## src/rtl/fp_alu_issuer.sv

```systemverilog
// fp_alu_issuer: command front end for a combinational FP ALU (add/mul/div, fp32).
// A command is accepted over cmd_valid/cmd_ready and registered onto alu_a/alu_b/alu_opcode.
// The block then waits SETTLE_CYCLES edges and captures alu_result together with its
// classification flags. Each capture is pushed into an in-order response buffer, which is
// drained over rsp_valid/rsp_ready.
//
// Ports:
//   clk, rst_n            clock and asynchronous active-low reset
//   cmd_valid/cmd_ready   command handshake, carrying cmd_a, cmd_b and cmd_op
//                         (00 add, 01 mul, 10 div, 11 illegal)
//   alu_a/alu_b/alu_opcode  registered operands driven to the ALU
//   alu_result            combinational ALU result
//   rsp_valid/rsp_ready   response handshake, carrying rsp_result and
//                         rsp_flags {illegal, nan, inf, zero}
//   busy                  a command is in flight or responses are buffered
//
// Optional build macro FPALU_FLUSH_DENORM_EN: when it is defined, a denormal result is
// replaced by a signed zero and the zero flag is set.
module fp_alu_issuer #(
  parameter int SETTLE_CYCLES = 2,
  parameter int RESP_DEPTH    = 4
) (
  input  logic        clk,
  input  logic        rst_n,
  input  logic        cmd_valid,
  output logic        cmd_ready,
  input  logic [31:0] cmd_a,
  input  logic [31:0] cmd_b,
  input  logic [1:0]  cmd_op,
  output logic [31:0] alu_a,
  output logic [31:0] alu_b,
  output logic [1:0]  alu_opcode,
  input  logic [31:0] alu_result,
  output logic        rsp_valid,
  input  logic        rsp_ready,
  output logic [31:0] rsp_result,
  output logic [3:0]  rsp_flags,
  output logic        busy
);
  localparam int PW = $clog2(RESP_DEPTH);
  localparam int CW = PW + 1;

  typedef struct packed {
    logic [31:0] result;
    logic [3:0]  flags;
  } rsp_t;

  typedef enum logic {IDLE, SETTLE} state_t;

  state_t         state;
  logic [3:0]     cnt;
  logic           up;        // set on the first edge after reset release
  rsp_t           mem [RESP_DEPTH];
  logic [PW-1:0]  wr_ptr, rd_ptr;
  logic [CW-1:0]  count;
  logic           push, pop;
  rsp_t           cap;
  logic [7:0]     r_exp;
  logic [22:0]    r_man;

  // cmd_ready is derived only from registered state. The up bit keeps it low while reset
  // is asserted and for the first cycle after release.
  assign cmd_ready = up && (state == IDLE) && (count < CW'(RESP_DEPTH));
  assign push      = (state == SETTLE) && (cnt == 4'd0);
  assign rsp_valid = (count != '0);
  assign pop       = rsp_valid && rsp_ready;
  assign busy      = (state != IDLE) || rsp_valid;

  assign r_exp = alu_result[30:23];
  assign r_man = alu_result[22:0];

  // Classification of the settled result. It is sampled only on the push edge.
  always_comb begin
    cap.result = alu_result;
    cap.flags  = 4'b0000;
    if (alu_opcode == 2'b11) begin
      cap.result = 32'h0;
      cap.flags  = 4'b1000;
    end else if (r_exp == 8'hFF) begin
      cap.flags[1] = (r_man == 23'd0);
      cap.flags[2] = (r_man != 23'd0);
    end else if (r_exp == 8'h00) begin
      if (r_man == 23'd0) begin
        cap.flags[0] = 1'b1;
      end else begin
`ifdef FPALU_FLUSH_DENORM_EN
        cap.result   = {alu_result[31], 31'b0};
        cap.flags[0] = 1'b1;
`else
        cap.flags[0] = 1'b0;
`endif
      end
    end
  end

  always_ff @(posedge clk or negedge rst_n) begin
    if (!rst_n) begin
      state      <= IDLE;
      cnt        <= 4'd0;
      up         <= 1'b0;
      alu_a      <= 32'h0;
      alu_b      <= 32'h0;
      alu_opcode <= 2'b00;
    end else begin
      up <= 1'b1;
      case (state)
        IDLE: begin
          if (cmd_valid && cmd_ready) begin
            alu_a      <= cmd_a;
            alu_b      <= cmd_b;
            alu_opcode <= cmd_op;
            cnt        <= 4'(SETTLE_CYCLES - 1);
            state      <= SETTLE;
          end
        end
        SETTLE: begin
          if (cnt == 4'd0) state <= IDLE;
          else             cnt   <= cnt - 4'd1;
        end
        default: state <= IDLE;
      endcase
    end
  end

  // The storage is not reset. Every read is masked by rsp_valid.
  always_ff @(posedge clk) begin
    if (push) mem[wr_ptr] <= cap;
  end

  always_ff @(posedge clk or negedge rst_n) begin
    if (!rst_n) begin
      wr_ptr <= '0;
      rd_ptr <= '0;
      count  <= '0;
    end else begin
      if (push) wr_ptr <= wr_ptr + 1'b1;
      if (pop)  rd_ptr <= rd_ptr + 1'b1;
      case ({push, pop})
        2'b10:   count <= count + 1'b1;
        2'b01:   count <= count - 1'b1;
        default: count <= count;
      endcase
    end
  end

  assign rsp_result = rsp_valid ? mem[rd_ptr].result : 32'h0;
  assign rsp_flags  = rsp_valid ? mem[rd_ptr].flags  : 4'h0;

endmodule
```

## config.mk

```make
export PLATFORM = sky130hd
export DESIGN_NAME = fp_alu_issuer
export DESIGN_NICKNAME = d
export VERILOG_FILES = /design/src/rtl/fp_alu_issuer.sv
export SDC_FILE = /design/constraint.sdc
export NUM_CORES = 1
export LEC_CHECK = 0
export CAP_MARGIN = 20
export CORE_ASPECT_RATIO = 1.4
export CORE_UTILIZATION = 45
export CTS_CLUSTER_SIZE = 25
export DETAILED_ROUTE_END_ITERATION = 10
export PLACE_DENSITY = 0.87
export SETUP_SLACK_MARGIN = 0.15
export SYNTH_ARGS = -nofsm -noshare
export SYNTH_HDL_FRONTEND = slang
export SYNTH_SLANG_ARGS = --single-unit
export TNS_END_PERCENT = 50
```

## constraint.sdc

```tcl
create_clock -name clk -period 2.5 [get_ports clk]
set_clock_uncertainty 0.15 [all_clocks]
set_input_delay 0.375 -clock clk [delete_from_list [all_inputs] [get_ports clk]]
set_output_delay 0.375 -clock clk [all_outputs]
set_load 0.005 [all_outputs]
```

==> out/qor.txt <==
Root Buffer -> clkbuf_16
Worst Path Arrival -> 2.11 ns
Fmax -> 378.9 MHz
FP Rows -> 60
First-pass detailed-route iteration total -> 4
Synth Area per Inst -> 18.34 sq um
Syn Nets -> 596
Most used flip-flop cell after synthesis -> edfxtp_1
First-pass GRT wire length -> 31.33 mm
Vias per inst -> 5.167
Status -> finished with violations
# IOs -> 207
Post-place instance area -> 11500 sq um
Number of I/O port buffers -> 206
Final setup viols -> 27
Post-DR wirelength/cell -> 19.74 um
Inserted Clock Buffers -> 21
WL met1 -> 7.426 mm
Cells after synthesis -> 487
Unrepaired setup endpoints after global routing -> yes
Crit path max fanout -> 7
Die area -> 20430 sq um
Slowest CP cell -> dfrtp_2
CTS clk-pin slew, worst paths -> 0.06 ns
Starting Density -> 0.4612
Placer congestion estimate -> 0.7601
Nets -> 860
Crit-path cells -> buf_6, buf_6, buf_12, buf_16, mux4_2, and2_1, buf_2
Uppermost layer routed -> met4
Crit path kind -> reg2out
CTS sink cnt -> 223
Crit path capture type -> output pin
CP most frequent cell -> buf_6
Pin count of the biggest net entering global routing -> 44
Part of the Yosys area used for sequential elements -> 0.7053
Leakage -> 4.780 nW
Final Hold Fails -> 0
Placed insts -> 944
Met2 Wirelength -> 10.37 mm
Share of cells above drive strength 1 -> 0.3595
Diodes inserted -> 0
Worst-skew pair later-pin latency -> 0.49 ns
Met3 WL post-DR -> 1.731 mm
Post-DRT Antenna Nets -> 0
Synth warn -> 0
Worst hold path type -> in2async
Failing checks -> negative setup slack
Final Max Slew Viols -> 0
Startpoint types -> register
Global route total overflow -> 0
Total GRT Usage -> 0.2010
Minimum clock period -> 2.640 ns
Number of flops mapped to enable cells by yosys -> 144
Clock Tree Buf Depth -> 3
Vias in the first global route -> 5851
PD cells -> 1159 nW/um^2
CP required -> 1.98 ns
Routed via count -> 5234
Cell variety after synth -> 37
Commonest non-fill, non-tap cells in the layout -> clkdlybuf4s50_1 (167), edfxtp_1 (144), dfrtp_1 (77), mux2_2 (59), buf_6 (44)
Die W -> 121.1 um
Initial antenna violation count -> 0
Post-Route WL -> 19.99 mm
Top Family by Delay on Critical Path -> buffers and inverters
Worst setup margin -> -0.1395 ns
Non-Filler Instances -> 1013
CTS tree -> done
Commonest non-fill, non-tap cell in the layout -> clkdlybuf4s50_1
H-tree depth -> 1
Core area -> 19370 sq um
Period utilization -> 1.056
Cell area after synthesis -> 8934 sq um
Design area -> 12610 sq um
WP buf/inv -> 5
Max-Cap Viols -> 0
Post-synthesis register bit count -> 223
Die Ht -> 168.7 um
Worst path max stage delay -> 0.45 ns
DP HPWL -> 13.52 mm
Detailed router's first-iteration violation count -> 299
DRC -> 0
Area delta synth->final -> 41.20%
Asr flop ratio synth -> 0.3543
Peak supply drop -> 0.0007324 V
==> cell type report <==
class	instances	area [sq um]
Clock buffer	23	533.0
Clock inverter	14	121.4
Fill cell	1309	6754
Inverter	11	41.29
Multi-Input combinational cell	230	2557
Sequential cell	223	6304
Tap cell	248	310.3
Timing Repair Buffer	264	2748
==> path summary, 6_finish.rpt <==
kind                            cells past startpoint       from             to  slack (ns)
max in group asynchronous                           3      rst_n      alu_b[12]        1.35
worst min register to register                      1  alu_b[27]      alu_b[27]        0.36
worst max register to register                      7     cnt[0]     mem[3][32]        0.25
worst max-delay path                                7  rd_ptr[0]  rsp_result[4]       -0.14
min in group clk                                    2  cmd_b[25]      alu_b[25]        0.34
worst min-delay path                                2      rst_n      alu_b[27]        0.25
==> per-layer routing <==
layer | up-vias | global-route usage
met1 | 2613 | 0.2316
met2 | 233 | 0.3588
met3 | 34 | 0.05863
li1 | 2354 | -
met5 | - | 0
met4 | 0 | 0.05958
==> sequential cells by signal, indices dropped and copies added (netlist names) <==
name,cells
alu_b,32
up,1
alu_opcode,2
count,3
state,1
alu_a,32
mem,144
wr_ptr,2
cnt,4
rd_ptr,2
==> where the power goes <==
group          internal [mW]  leakage [nW]  switching (mW)  total, mW
registers               4.88          2.26           0.487       5.37
clock network           1.75         0.316            1.33       3.08
logic                   4.04          2.21            2.13       6.17
total                   10.7          4.78            3.95       14.6
==> worst register-to-register path, delay by kind of cell (launching register included) <==
family	cells	cell delay, ns
and+or+nand+nor	3	0.79
buffers and inverters	3	0.43
DFF	1	0.41
adders and majority gates	1	0.15
==> timing repair <==
item,in CTS,in global routing
pin swaps,28,4
setup buffers,22,7
endpoints found under the setup margin,138,88
gates resized for setup,184,42
hold buffers,1,0
hold endpoints to repair,36,0
gates cloned,2,0
==> Yosys cell counts, types with 6 or more instances <==
cell | n | area, sq um
nor4_1 | 7 | 43.79
inv_1 | 11 | 41.29
buf_2 | 8 | 40.04
mux2_2 | 59 | 664.4
edfxtp_1 | 144 | 4324
dfrtp_1 | 79 | 1977
clkbuf_1 | 9 | 33.78
and2_1 | 73 | 456.7
mux2_4 | 8 | 120.1
ha_1 | 6 | 75.07
mux4_2 | 36 | 810.8
==> cells by family (layout without fill, tap and decap cells) <==
family | Yosys count | after routing | synth area share
fa+ha+maj | 7 | 7 | 0.01064
simple gates | 105 | 105 | 0.07283
mux | 104 | 104 | 0.1797
compound gates | 6 | 6 | 0.005042
flops | 223 | 223 | 0.7053
xor+xnor | 7 | 7 | 0.006863
other cells | 1 | 1 | 0.0004198
buf+inv | 34 | 312 | 0.01919
==> per-stage QoR <==
step / hold WS (ns) / setup WS [ns] / setup TNS (ns) / util / power (mW)
floorplan: -0.07059 / -0.2179 / -15.69 / - / 7.766
global placement: 0.2054 / 0.1488 / 0 / 0.5940 / 10.49
detailed placement: 0.2234 / -0.01120 / -0.01120 / 0.5940 / 10.68
CTS: 0.2463 / -0.1523 / -2.862 / 0.6437 / 14.40
global route: 0.2758 / -0.2136 / -4.140 / 0.6513 / 15.35
finish: 0.2520 / -0.1395 / -1.785 / 0.6513 / 14.62
Note: power is estimated with default switching activity, not from simulation.
==> patch, RTL diff (config.mk and constraints unchanged) <==
Build with the macro `FPALU_FLUSH_DENORM_EN` defined.
--- a/src/rtl/fp_alu_issuer.sv
+++ b/src/rtl/fp_alu_issuer.sv
@@ -16,6 +16,8 @@
 //
 // Optional build macro FPALU_FLUSH_DENORM_EN: when it is defined, a denormal result is
 // replaced by a signed zero and the zero flag is set.
+`define FPALU_FLUSH_DENORM_EN
+
 module fp_alu_issuer #(
   parameter int SETTLE_CYCLES = 2,
   parameter int RESP_DEPTH    = 4
Behaviour: not the same (Yosys sat finds a counterexample within 10 cycles, from zero or initial values and one cycle with rst_n low).
==> patch against the original RTL <==
- synthesized cell count unchanged
- critical path type unchanged
- area after synthesis is 0.13% higher
- largest cell class unchanged
- fmax barely moved
- setup slack gained 0.0018 ns
- total power up 3.2%
- cell count down 0.49%
- the run still ends with negative setup slack left
- count of clock-buffer cells in the layout increased by 1
- global-route usage increased by 0.13 points
- final area increased by 1.2%
- sequential cell count unchanged
- routed wire length is 0.55% higher
==> patch: results (changes against the original RTL) <==
.. list-table::
   :header-rows: 1

   * - Metric
     - Value
   * - Vias after detailed routing
     - 5250 (was 5234)
   * - Total global routing track utilization
     - 0.202 (was 0.201)
   * - Amount of wire on met2 after detailed routing
     - 10700 um (was 10400 um)
   * - Area of the multi-input gates
     - 2610 um^2 (was 2560 um^2)
   * - Fraction of area in clock buffers and inverters
     - 0.0537 (was 0.0519)
   * - Vias in the first global route
     - 5773 (was 5851)
   * - Leakage power
     - 4.83 nW (was 4.78 nW)
   * - Detailed placer's ending HPWL
     - 12800 um (was 13500 um)
   * - Sequential cell area fraction in the yosys report
     - 0.704 (was 0.705)
   * - Cell area reported after detailed placement
     - 11400 um^2 (was 11500 um^2)
   * - Share of cell area taken by muxes after synthesis
     - 0.181 (was 0.180)
   * - Xor/xnor share of the synthesized area
     - 0.00685 (was 0.00686)
   * - Fraction of final layout cells sized beyond drive strength 1
     - 0.368 (was 0.359)
   * - Met3 track demand over resource in global routing
     - 0.0529 (was 0.0586)
   * - Finish-stage setup viols
     - 33 (was 27)
   * - Wire length on met1
     - 7350 um (was 7430 um)
   * - Violated checks
     - negative setup slack (unchanged)
   * - Number of antenna violations at the first check in global routing
     - 1 (was 0)
   * - Area contributors post-synth
     - edfxtp_1 48%, dfrtp_1 22%, mux4_2 9.1%, mux2_2 7.3%, and2_1 5.1% (was edfxtp_1 48%, dfrtp_1 22%, mux4_2 9.1%, mux2_2 7.4%, and2_1 5.1%)
   * - Fill count
     - 1311 (was 1309)
   * - Met1 usage in global routing
     - 0.235 (was 0.232)
   * - Maximum net fanout on the critical path
     - 5 (was 7)
   * - Distinct cells, synth
     - 36 (was 37)
   * - Highest routed metal layer
     - met5 (was met4)
   * - Worst-case setup margin in the final layout
     - -0.138 ns (was -0.140 ns)
   * - Number of clock buffer instances in the layout
     - 24 (was 23)
   * - Detailed Route WL
     - 20100 um (was 20000 um)
   * - DRT iter0 DRCs
     - 378 (was 299)
   * - Portion of the layout cell area used by non-clock buffers
     - 0.221 (was 0.218)
   * - Maximum number of pins on one net before global-route repair
     - 43 (was 44)
   * - Pre-CTS WS
     - 0.0500 ns (was -0.0112 ns)
   * - Power Combinational
     - 6.56 mW (was 6.17 mW)
   * - Run status
     - complete, but fails checks (unchanged)
   * - Most frequent cells after synthesis
     - 144 x edfxtp_1, 79 x dfrtp_1, 73 x and2_1, 58 x mux2_2, 36 x mux4_2 (was 144 x edfxtp_1, 79 x dfrtp_1, 73 x and2_1, 59 x mux2_2, 36 x mux4_2)
-- patch: worst paths after layout --
path | start | to | slack [ns] | cells past startpoint
setup / recovery | rd_ptr[0] | rsp_result[2] | -0.14 | 7
hold / removal | rst_n | alu_a[15] | 0.25 | 2
setup reg to reg | count[1] | count[2] | 0.23 | 10
hold reg to reg | count[0] | count[0] | 0.35 | 1
max in group asynchronous | rst_n | alu_b[4] | 1.35 | 3
min in group clk | cmd_a[8] | alu_a[8] | 0.34 | 2
-- patch: per-stage QoR --
stage,std cells,utilization,TNS (ns)
6_report,1008,0.659,-1.13
5_1_grt,1008,0.659,-3.55
2_1_floorplan,487,-,-11.07
3_5_place_dp,935,0.591,0
3_3_place_gp,935,0.591,0
4_1_cts,1006,0.652,-1.95
-- patch: what timing repair did --
action                                  in CTS  in global routing
setup buffers                               28                  2
cloned                                       5                  0
gates resized for setup                    218                 34
hold buffers                                 1                  0
pin swaps                                   40                 10
endpoints found under the setup margin     139                 99
hold endpoints to repair                    37                  0
